## src/rtl/char_scan.sv

```systemverilog
// char_scan: raster-order reader of the character buffer, emitting a tagged valid/ready char stream.
// Latency: a read issued in cycle N is captured at the end of cycle N+1; first ch_valid 2 cycles after start.
// Backpressure: credit-limited to a 2-entry FWFT skid FIFO; reads stall and the address holds while it is full.
// Optional feature macro CHAR_SCAN_LINE_REPEAT_EN: each row is scanned 8 times (font scanlines), adds ch_line.
module char_scan #(
   parameter int COLS       = 160,
   parameter int ROWS       = 64,
   parameter int FIFO_DEPTH = 2
) (
   input  logic       r_clk,
   input  logic       rst_n,
   input  logic       start,
   output logic       busy,
   output logic       frame_done,
   output logic [7:0] r_row,
   output logic [7:0] r_col,
   input  logic [7:0] a_out,
   output logic [7:0] ch_data,
   output logic [7:0] ch_row,
   output logic [7:0] ch_col,
   output logic       ch_eol,
   output logic       ch_eof,
   output logic       ch_valid,
`ifdef CHAR_SCAN_LINE_REPEAT_EN
   output logic [2:0] ch_line,
`endif
   input  logic       ch_ready
);

   typedef enum logic [1:0] {IDLE, SCAN, DRAIN} state_t;

   typedef struct packed {
      logic [7:0] data;
      logic [7:0] row;
      logic [7:0] col;
      logic       eol;
      logic       eof;
`ifdef CHAR_SCAN_LINE_REPEAT_EN
      logic [2:0] line;
`endif
   } ent_t;

   state_t     state, state_nxt;
   ent_t       slot0, slot1;
   ent_t       tag_q, issue_ent, push_ent;
   logic [1:0] count;
   logic [1:0] occ;
   logic       inflight;
   logic       issue;
   logic       push, pop;
   logic       at_eol, at_last, line_last;

`ifdef CHAR_SCAN_LINE_REPEAT_EN
   logic [2:0] line_q;
   assign line_last = (line_q == 3'd7);
`else
   assign line_last = 1'b1;
`endif

   assign at_eol  = (r_col == 8'(COLS - 1));
   assign at_last = at_eol && (r_row == 8'(ROWS - 1)) && line_last;

   assign push = inflight;
   assign pop  = ch_valid && ch_ready;
   // count is at most 2 and pop implies count >= 1, so this never wraps
   assign occ  = count + {1'b0, inflight} - {1'b0, pop};

   // state register
   always_ff @(posedge r_clk) begin
      if (!rst_n) state <= IDLE;
      else        state <= state_nxt;
   end

   // next-state logic
   always_comb begin
      state_nxt = state;
      case (state)
         IDLE:    if (start) state_nxt = SCAN;
         SCAN:    if (issue && at_last) state_nxt = DRAIN;
         DRAIN:   if ((count == 2'd0) && !inflight) state_nxt = IDLE;
         default: state_nxt = IDLE;
      endcase
   end

   // FSM outputs: status and the read-issue decision (credit check includes a same-cycle pop)
   always_comb begin
      busy       = (state != IDLE);
      frame_done = (state == DRAIN) && (count == 2'd0) && !inflight;
      issue      = (state == SCAN) && (occ < 2'(FIFO_DEPTH));
   end

   // read address generator: holds unless a read issues, stops on the last address
   always_ff @(posedge r_clk) begin
      if (!rst_n) begin
         r_row  <= 8'd0;
         r_col  <= 8'd0;
`ifdef CHAR_SCAN_LINE_REPEAT_EN
         line_q <= 3'd0;
`endif
      end else if ((state == IDLE) && start) begin
         r_row  <= 8'd0;
         r_col  <= 8'd0;
`ifdef CHAR_SCAN_LINE_REPEAT_EN
         line_q <= 3'd0;
`endif
      end else if (issue && !at_last) begin
         if (at_eol) begin
            r_col <= 8'd0;
`ifdef CHAR_SCAN_LINE_REPEAT_EN
            if (line_q == 3'd7) begin
               line_q <= 3'd0;
               r_row  <= r_row + 8'd1;
            end else begin
               line_q <= line_q + 3'd1;
            end
`else
            r_row <= r_row + 8'd1;
`endif
         end else begin
            r_col <= r_col + 8'd1;
         end
      end
   end

   // tag of the address being read this cycle; data is filled in on capture
   always_comb begin
      issue_ent      = '0;
      issue_ent.row  = r_row;
      issue_ent.col  = r_col;
      issue_ent.eol  = at_eol;
      issue_ent.eof  = at_last;
`ifdef CHAR_SCAN_LINE_REPEAT_EN
      issue_ent.line = line_q;
`endif
      push_ent       = tag_q;
      push_ent.data  = a_out;
   end

   // in-flight flag and tag: the buffer returns data one cycle after the address
   always_ff @(posedge r_clk) begin
      if (!rst_n) begin
         inflight <= 1'b0;
         tag_q    <= '0;
      end else begin
         inflight <= issue;
         if (issue) tag_q <= issue_ent;
      end
   end

   // 2-entry first-word-fall-through skid FIFO; slot0 is the head
   always_ff @(posedge r_clk) begin
      if (!rst_n) begin
         count <= 2'd0;
         slot0 <= '0;
         slot1 <= '0;
      end else begin
         case ({push, pop})
            2'b10: begin
               if (count == 2'd0) slot0 <= push_ent;
               else               slot1 <= push_ent;
               count <= count + 2'd1;
            end
            2'b01: begin
               slot0 <= slot1;
               count <= count - 2'd1;
            end
            2'b11: slot0 <= push_ent;
            default: ;
         endcase
      end
   end

   assign ch_valid = (count != 2'd0);
   assign ch_data  = slot0.data;
   assign ch_row   = slot0.row;
   assign ch_col   = slot0.col;
   assign ch_eol   = slot0.eol;
   assign ch_eof   = slot0.eof;
`ifdef CHAR_SCAN_LINE_REPEAT_EN
   assign ch_line  = slot0.line;
`endif

endmodule

```

## config.mk

```make
export PLATFORM = sky130hd
export DESIGN_NAME = char_scan
export DESIGN_NICKNAME = d
export VERILOG_FILES = /design/src/rtl/char_scan.sv
export SDC_FILE = /design/constraint.sdc
export NUM_CORES = 1
export LEC_CHECK = 0
export ABC_AREA = 1
export CAP_MARGIN = 20
export CORE_MARGIN = 2
export CORE_UTILIZATION = 53
export DETAILED_ROUTE_END_ITERATION = 10
export PLACE_DENSITY = 0.79
export SLEW_MARGIN = 10
export SYNTH_ARGS = -nofsm -noshare
export SYNTH_HDL_FRONTEND = slang
export SYNTH_SLANG_ARGS = --single-unit
```

## constraint.sdc

```tcl
create_clock -name r_clk -period 2.4 [get_ports r_clk]
set_input_delay 0.24 -clock r_clk [delete_from_list [all_inputs] [get_ports r_clk]]
set_output_delay 0.24 -clock r_clk [all_outputs]
set_load 0.005 [all_outputs]
```

**Word level (Yosys, flattened, before mapping)**

Cells that the tools add are included.
W data, S select, Z words.

- $add $sub $neg: 6
- $mul: 0
- Divide/modulo/power cells: 0
- $lt $le $gt $ge: 1
- Eq/ne operators: 11
- Shift-type cells: 0
- Multiplexer cells: 8
- Bitwise logic cells: 2
- Reductions and logical operators: 22

Operators with widths:

| kind | number |
|---|---|
| $pmux W26 S3 | 1 |
| $mux W26 | 1 |
| $add A8 B1 Y8 const B | 2 |
| $logic_and A1 B1 Y1 | 9 |
| $eq A8 B6 Y1 const B | 1 |
| $eq A8 B8 Y1 const B | 1 |
| $mux W8 | 1 |
| $ne A2 B2 Y1 const B | 4 |
| $eq A2 B2 Y1 const B | 3 |
| $mux W2 | 3 |
| $pmux W2 S3 | 1 |
| $reduce_and A2 Y1 | 3 |
| $reduce_bool A2 Y1 | 3 |
| $eq A2 B1 Y1 const B | 2 |
| $logic_not A2 Y1 | 2 |
| $pmux W2 S2 | 1 |
| $reduce_and A3 Y1 | 1 |
| $reduce_bool A3 Y1 | 1 |
| $add A2 B1 Y2 | 1 |
| $add A2 B1 Y2 const B | 1 |
| $logic_not A1 Y1 | 2 |
| $lt A2 B2 Y1 const B | 1 |
| $not A1 Y1 | 2 |
| $reduce_or A2 Y1 | 1 |
| 2 further kinds | 2 |

- Register bits after elaboration: 91
- Bits in latches: 0
- RAM bits: 0
- Bits in read-only memories: 0
- Bits of input ports: 12
- Memories kept: 0

**Depth between registers and ports, before layout**

Gate-level depths: netlist of the first run.

- Depth after elaboration: 8
- Mapped depth: 14

**Least setup slack after synthesis of the first run**

Ideal clock, no wire load.

- Path type: register to register
- From: reg count[1]
- To: reg r_col[2]
- Setup time: 69 ps
- Arrival: 1729 ps
- Path slack: 602 ps
- Cell stages (with the launch flop): 14
- Path buffers: 0
- Clock period less this slack: 1798 ps
- Cell sequence: dfxtp_1 inv_2 nand2_4 nand2_1 ha_1 inv_1 nand2_1 inv_1 nand3_1 nand2_2 nand2_4 nor2_8 nand2_2 a21oi_2

- Word-level cells in the longest chain between the ends: 6

Ends and longest elaborated chain:

| item | line | text |
|---|---|---|
| start, declared | 46 | `logic [1:0] count;` |
| start signal, assigned | 161 | `count <= count + 2'd1;` |
| start signal, assigned | 165 | `count <= count - 2'd1;` |
| $reduce_bool A2 Y1 | 173 | `assign ch_valid = (count != 2'd0);` |
| via ch_valid | 23 | `output logic ch_valid,` |
| $logic_and A1 B1 Y1 | 64 | `assign pop = ch_valid && ch_ready;` |
| $sub A2 B1 Y2 | 66 | `assign occ = count + {1'b0, inflight} - {1'b0, pop};` |
| $lt A2 B2 Y1 | 89 | `issue = (state == SCAN) && (occ < 2'(FIFO_DEPTH));` |
| $logic_and A1 B1 Y1 | 89 |  |
| $logic_and A1 B1 Y1 | 106 | `end else if (issue && !at_last) begin` |
| end signal, assigned | 120 | `r_col <= r_col + 8'd1;` |
| end, declared | 16 | `output logic [7:0] r_col,` |

The timed path passes the listed nets, and every way through them passes these cells.
A chain may end at the register's enable or synchronous reset.

**Worst setup path after layout of the first run**

- From: reg count[0]
- To: reg tag_q, in the netlist push_ent[0]

- Word-level cells in the longest chain between the ends: 5

Ends and longest elaborated chain:

| item | line | text |
|---|---|---|
| branches (longest 2 deep; another with $add A2 B1 Y2) | -- |  |
| $sub A2 B1 Y2 (*) | 66 |  |
| $lt A2 B2 Y1 (*) | 89 |  |
| $logic_and A1 B1 Y1 (*) | 89 |  |
| end signal, assigned | 146 | `if (issue) tag_q <= issue_ent;` |
| end, declared | 45 | `ent_t tag_q, issue_ent, push_ent;` |

Mark *: on every way between the ends.

==> results.sh, run 1 <==
export IMPL_maxSlewViolCount=0
export IMPL_grt_max_degree=62
export IMPL_use_met2_pct=34.7
export IMPL_synthMostInstantiatedCell="dfxtp_1"
export IMPL_grt_first_pass_wirelength_um=14000
export IMPL_yosys_top_cells_area="dfxtp_1 (48%), o21ai_0 (7.9%), a21oi_1 (7.2%)"
export IMPL_globalRoute_totalOverflow=0
export IMPL_rr_startpoint="count[0]$_SDFFE_PN0N_"
export IMPL_insertion_delay_ps=350
export IMPL_numClockSinks=91
export IMPL_yosysSeqAreaShare_pct=48.4
export IMPL_cp_top_family="simple AND/OR/NAND/NOR gates"
export IMPL_tritoncts_clock_tree="built"
export IMPL_worst_path_max_fanout=15
export IMPL_yosys_area_share_simple_pct=19.9
export IMPL_dr_pass1_iters=4
export IMPL_n_antenna_cell=0
export IMPL_reg2regPathDepth=13
export IMPL_critical_path_cell_chain="inv_2 -> nand2_4 -> nand2_1 -> ha_1 -> inv_1 -> nand2_1 -> inv_1 -> nand3_1 -> nand2_2 -> nand2_4 -> nor2_8 -> buf_4 -> a211oi_2"
export IMPL_die_area_mm2=0.00779
export IMPL_dieHeight_um=88.2
export IMPL_cts_inserted_buffers=9
export IMPL_timing_final_crit_period_ps=2160
export IMPL_maxClockFrequency_ghz=0.464
export IMPL_synth_mux_area_fraction_pct=0
export IMPL_yosys_register_bits=91
export IMPL_pwr_share_clk_pct=28.6
export IMPL_p_sw_uw=1310
export IMPL_synth_top_cells_by_count="dfxtp_1 (91), nor2_1 (64), o21ai_0 (59), nand2_1 (56), a21oi_1 (54)"
export IMPL_post_route_period_util_pct=89.9
export IMPL_synth_cell_area_mm2=0.00376
export IMPL_gr_usage_met3_pct=3.36
export IMPL_report_final_setup_viol=0
export IMPL_dp_cells=600
export IMPL_drt_wirelength_per_cell_um=13.7
export IMPL_grt_antenna_before_repair=0
export IMPL_sequentialPowerShare_pct=43.8
export IMPL_timing_critical_path_from_type="flop"
export IMPL_fin_cells=617
export IMPL_post_layout_total_power_uw=4360
export IMPL_place_worst_setup_slack_ps=36.4
export IMPL_worstSetupPathType="reg2reg"
export IMPL_synth_ff_type="dfxtp_1"
export IMPL_number_of_i_o_port_buffers=56
export IMPL_synth_compound_area_share_pct=22.2
export IMPL_hold_path_class="in2reg"
export IMPL_setup_ws_ps=243
export IMPL_max_cap_violations=0
export IMPL_design_final_nets=531
export IMPL_static_leakage_power_uw=0.00166
export IMPL_dr_first_iter_drc_count=237
export IMPL_worst_r2r_endpoint="push_ent[0]$_SDFFE_PN0P_"
export IMPL_core_area_mm2=0.00683
export IMPL_ir_drop_mv=0.398
export IMPL_timing_critical_path_required_ps=2620
export IMPL_cts_root_buffer_cell="clkbuf_8"
export IMPL_combinational_family_with_the_most_area_after_synthesis="compound AO/OA/AOI/OAI gates"
export IMPL_final_hold_violation_count=0
export IMPL_worstPathArrival_ps=2380
export IMPL_synth_area_per_cell_um2=8.04
export IMPL_residual_antenna_violating_net_count_after_detailed_routing=0
export IMPL_rows=30
export IMPL_clock_tree_buffer_depth=2
export IMPL_worst_slew_pin_transition_ps=772
export IMPL_clkSlewWorstSetupHoldPaths_ps=90
export IMPL_slew_headroom_pct=48.2
export IMPL_post_drt_via_cell_ratio=5.48
export IMPL_status="completed"
export IMPL_synth_lib_cells_used_distinct=33
export IMPL_final_estimated_routing_congestion_in_global_placement=0.862
export IMPL_totalNegativeSetupSlack_ps=0
export IMPL_synth_fa_ha_area_share_pct=0.998
export IMPL_worst_path_largest_cell_delay_ps=370
export IMPL_wirelength_um=8450
export IMPL_synth_xor_area_share_pct=2.79
export IMPL_pin_count=57
export IMPL_flow_area_growth_from_synthesis_pct=23.7
export IMPL_grt_pass1_vias=2978
export IMPL_n_fill_cell=594
export IMPL_ys_async_sr_fraction_pct=0
export IMPL_postSynthCellCount=468
export IMPL_timing_critical_path_depth=13
export IMPL_drc=0
export IMPL_yosys_warnings=0
export IMPL_postCtsHoldBufs=0
export IMPL_total_routing_resource_utilization_after_global_routing_pct=22.6
export IMPL_synth_top_cell_area_share_pct=48.4
export IMPL_vias=3383
export IMPL_timing_critical_path_to="push_ent[0]$_SDFFE_PN0P_"
export IMPL_swShare_pct=30.1
export IMPL_worst_r2r_setup_slack_ps=240
export IMPL_power_report_internal_total_uw=3050
export IMPL_mappedNetlistNets=483
export IMPL_worst_path_buf_inv=4
export IMPL_die_width_um=88.2
export IMPL_synth_top_area_cell="dfxtp_1"
export IMPL_combPwrFrac_pct=27.6
export IMPL_finClkSkew_ps=11.1
export IMPL_cellPowerDensity_mw_per_mm2=937
export IMPL_startpoint="count[0]$_SDFFE_PN0N_"
export IMPL_floorplan_initialDensity_pct=55.1
export IMPL_endpoint_kind="flop"
export IMPL_grt_most_used_layer="met2"
export IMPL_crit_path_top_delay_cell="dfxtp_2"
export IMPL_synth_edff_count=0
export IMPL_cts_max_level=3
export IMPL_grt_setup_unrepaired="no"
export IMPL_drive_gt1_share_pct=10.9
export IMPL_dp_hpwl_um=5460
export IMPL_globalRouteMet1Util_pct=32.2
worst min path at each step:
stage | slack (ps) | depth (start not counted) | start | end
3_3_place_gp | 460 | 2 | slot1[6]$_SDFFE_PN0P_ | slot1[6]$_SDFFE_PN0P_
6_report | 470 | 3 | start | state[0]$_SDFFE_PN0P_
3_5_place_dp | 470 | 2 | slot1[5]$_SDFFE_PN0P_ | slot1[5]$_SDFFE_PN0P_
2_1_floorplan | 410 | 2 | a_out[0] | slot1[18]$_SDFFE_PN0P_
5_1_grt | 490 | 3 | start | state[0]$_SDFFE_PN0P_
4_1_cts | 460 | 3 | start | state[0]$_SDFFE_PN0P_
worst reg2reg max path: cells and delay by family (launching register included):
kind / cells / cell delay [ps]
buffers and inverters: 4 / 430
AND/OR/NAND/NOR: 7 / 930
adder cells (fa/ha/maj): 1 / 280
AO/OA/AOI/OAI: 1 / 30
flip-flops: 1 / 370
registers in the layout (all words and copies together) (netlist names):
name and cells:
slot1 26, push_ent 18, ch_col 8, ch_data 8, ch_row 8, r_col 8
r_row 8, count 2, state 2, ch_eof 1, ch_eol 1, inflight 1
logic make-up after synthesis:
family	Yosys count
AO/OA/AOI/OAI	151
AND/OR/NAND/NOR	161
XOR/XNOR	12
buffers and inverters	50
flip-flops	91
adder cells (fa/ha/maj)	3
layout by cell type (no fill, tap or decap):
cell type        instances
a211oi_2                 2
a21oi_1                 54
a21oi_2                  6
a41oi_1                  1
buf_12                   2
buf_4                    6
bufinv_16                3
clkbuf_8                10
clkdlybuf4s50_1         56
clkinv_1                 2
clkinv_2                 1
clkinv_4                 2
dfxtp_1                 89
dfxtp_2                  2
ha_1                     3
inv_1                   17
inv_2                    4
nand2_1                 56
nand2_2                  8
nand2_4                  2
nand3_1                  9
nand3_2                  1
nand3_4                  1
nand4_1                 11
nand4_2                  1
nor2_1                  64
nor2_2                   2
nor2_4                   2
nor2_8                   1
nor3_1                   3
o211ai_1                 1
o21ai_0                 59
o21ai_1                  1
o21ai_2                  1
o22ai_1                 26
xnor2_1                  1
xor2_1                  11
metrics by stage:
step	area, um^2	hold WS, ps	util, %
finish	4650	468	68.1
global route	4650	491	68.1
CTS	4640	459	67.9
detailed placement	4390	472	64.3
global placement	4390	463	64.3
floorplan	3760	407	-
power groups by stage:
stage	clock network [uW]	registers (uW)	logic, uW
floorplan	0	1920	687
detailed placement	0	1930	1190
global placement	0	1930	1160
finish	1250	1910	1200
global route	1330	1930	1340
CTS	1270	1900	1200
final cells by class:
cell class,count,area [um^2],share of cell area [%]
multi-input cells,327,1730,37.1
inverters,23,86.3,1.86
clock inverters,6,113,2.42
well taps,96,120,2.58
flip-flops and latches,91,1820,39.2
clock buffers,10,138,2.96
repair buffers,64,646,13.9
repair_timing:
item,CTS,global route
gates resized for setup,0,2
setup buffers,0,1
setup endpoints to repair,0,2
metal layers:
layer  vias to the layer above  wire length (um)
met5                         -                 0
met3                        15               381
met1                      1579              4020
li1                       1693                 -
met4                         0               179
met2                        96              3860
Note: power is estimated with default switching activity, not from simulation.
==> inputs of run 2 (changes only) <==
clock period = 2.3 ns   (was 2.4 ns; I/O delays follow)
==> run 2 against run 1 <==
Register-to-register slack lost 40 ps; total power shrank 2.7%; final cell count shrank 0.16%; clock skew shrank 5.1 ps.
==> results.sh, run 2 (synthesized netlist as in run 1, its figures left out) <==
export IMPL_vias=3277
export IMPL_worst_r2r_endpoint="r_col[6]$_SDFFE_PP0P_"
export IMPL_worstSetupPathType="reg2reg"
export IMPL_pin_count=57
export IMPL_maxSlewViolCount=0
export IMPL_totalNegativeSetupSlack_ps=0
export IMPL_grt_pass1_vias=2966
export IMPL_postCtsSetupRepairBufs=0
export IMPL_final_estimated_routing_congestion_in_global_placement=0.866
export IMPL_worst_path_largest_cell_delay_ps=400
export IMPL_residual_antenna_violating_net_count_after_detailed_routing=0
export IMPL_critical_path_cell_chain="inv_2 -> nand2_4 -> nand2_1 -> ha_1 -> inv_1 -> nand2_1 -> inv_1 -> nand3_1 -> nand2_2 -> nand2_4 -> nor2_8 -> nand2_2 -> a21oi_2"
export IMPL_ir_drop_mv=0.369
export IMPL_endpoint_kind="flop"
export IMPL_cellPowerDensity_mw_per_mm2=924
export IMPL_hold_path_class="in2reg"
export IMPL_die_area_mm2=0.00779
export IMPL_core_area_mm2=0.00683
export IMPL_finClkSkew_ps=6.00
export IMPL_slew_headroom_pct=49.0
export IMPL_dp_hpwl_um=5440
export IMPL_largest_register_by_flop_count="slot1"
export IMPL_postCtsHoldBufs=0
export IMPL_worstPathArrival_ps=2370
export IMPL_post_drt_via_cell_ratio=5.32
export IMPL_cts_resized=0
export IMPL_grt_max_degree=62
export IMPL_design_final_nets=532
export IMPL_die_width_um=88.2
export IMPL_maxClockFrequency_ghz=0.477
export IMPL_number_of_i_o_port_buffers=56
export IMPL_cts_max_level=3
export IMPL_insertion_delay_ps=340
export IMPL_rows=30
export IMPL_max_cap_violations=0
export IMPL_report_final_setup_viol=0
export IMPL_flow_area_growth_from_synthesis_pct=22.0
export IMPL_static_leakage_power_uw=0.00163
export IMPL_floorplan_initialDensity_pct=55.1
export IMPL_cts_inserted_buffers=9
export IMPL_total_routing_resource_utilization_after_global_routing_pct=21.6
export IMPL_worst_r2r_setup_slack_ps=200
export IMPL_drive_gt1_share_pct=10.2
export IMPL_mostFrequentLayoutCells="dfxtp_1 (91), nor2_1 (64), o21ai_0 (59)"
export IMPL_drt_wirelength_per_cell_um=13.6
export IMPL_drc=0
export IMPL_worst_path_max_fanout=15
export IMPL_crit_path_top_delay_cell="dfxtp_1"
export IMPL_largest_register_ff_count=26
export IMPL_timing_critical_path_required_ps=2580
export IMPL_final_hold_violation_count=0
export IMPL_post_route_period_util_pct=91.2
export IMPL_final_common_cell="dfxtp_1"
export IMPL_grt_first_pass_wirelength_um=13500
export IMPL_n_antenna_cell=0
export IMPL_dieHeight_um=88.2
export IMPL_dr_pass1_iters=4
export IMPL_wirelength_um=8390
export IMPL_grt_setup_unrepaired="no"
export IMPL_worst_slew_pin_transition_ps=760
export IMPL_cts_root_buffer_cell="clkbuf_8"
export IMPL_place_worst_setup_slack_ps=62.9
export IMPL_timing_critical_path_to="r_col[6]$_SDFFE_PP0P_"
export IMPL_timing_final_crit_period_ps=2100
export IMPL_globalRoute_totalOverflow=0
export IMPL_clock_tree_buffer_depth=2
export IMPL_startpoint="count[1]$_SDFFE_PN0N_"
export IMPL_grt_antenna_before_repair=0
export IMPL_numClockSinks=91
export IMPL_dr_first_iter_drc_count=167
export IMPL_tritoncts_clock_tree="built"
export IMPL_clkSlewWorstSetupHoldPaths_ps=80
export IMPL_setup_ws_ps=203
export IMPL_rr_startpoint="count[1]$_SDFFE_PN0N_"
export IMPL_reg2regPathDepth=13
export IMPL_timing_critical_path_from_type="flop"
export IMPL_status="completed"
## run 2: cell count changes in the layout (fill, tap and decap cells not counted), sizes merged
| cell | before | now |
|---|---|---|
| clkinv | 5 | 3 |
| buf | 8 | 9 |
| clkinvlp | 0 | 2 |
| bufinv | 3 | 1 |
## run 2: cell type report
| cell class | count | area (um^2) |
|---|---|---|
| fillers | 586 | 2240 |
| flip-flops and latches | 91 | 1820 |
| multi-input cells | 327 | 1730 |
| repair buffers | 65 | 653 |
| clock buffers | 10 | 128 |
| well taps | 96 | 120 |
| inverters | 23 | 86.3 |
| clock inverters | 4 | 53.8 |
## run 2: worst min-delay path by stage
stage | start | to | slack, ps | cells past startpoint
after global routing | start | state[0]$_SDFFE_PN0P_ | 500 | 3
after global placement | slot1[5]$_SDFFE_PN0P_ | slot1[5]$_SDFFE_PN0P_ | 460 | 2
final | start | state[0]$_SDFFE_PN0P_ | 470 | 3
after CTS | start | state[0]$_SDFFE_PN0P_ | 470 | 3
after floorplan | a_out[0] | slot1[18]$_SDFFE_PN0P_ | 400 | 2
after detailed placement | push_ent[5]$_SDFFE_PN0P_ | push_ent[5]$_SDFFE_PN0P_ | 470 | 2
## run 2: worst max-delay path, delay by kind of cell, from the launching register on
kind	cells	cell delay [ps]
buf+inv	3	290
flops	1	400
fa+ha+maj	1	280
compound gates	1	120
simple gates	8	930
## run 2: report_power, final
group / internal, uW / switching (uW)
clock network: 493 / 526
logic: 578 / 656
registers: 1840 / 149
## run 2: stage by stage
stage | utilization [%] | hold slack [ps] | std cells | cell area, um^2 | total power, uW
after floorplan | - | 397 | 468 | 3760 | 2730
after global placement | 64.5 | 463 | 602 | 4410 | 3220
after detailed placement | 64.5 | 472 | 602 | 4410 | 3260
after CTS | 67.2 | 468 | 616 | 4590 | 4260
after global routing | 67.2 | 495 | 616 | 4590 | 4500
final | 67.2 | 473 | 616 | 4590 | 4240
## run 2: metal layers
metal	share of wire (%)	global-route usage [%]	wire length, um	up-vias
met1	46	28.8	3880	1488
met3	4.9	4.20	414	10
li1	-	-	-	1691
met4	0.93	7.02	78	0
met5	0	0	0	-
met2	48	35.4	4020	88
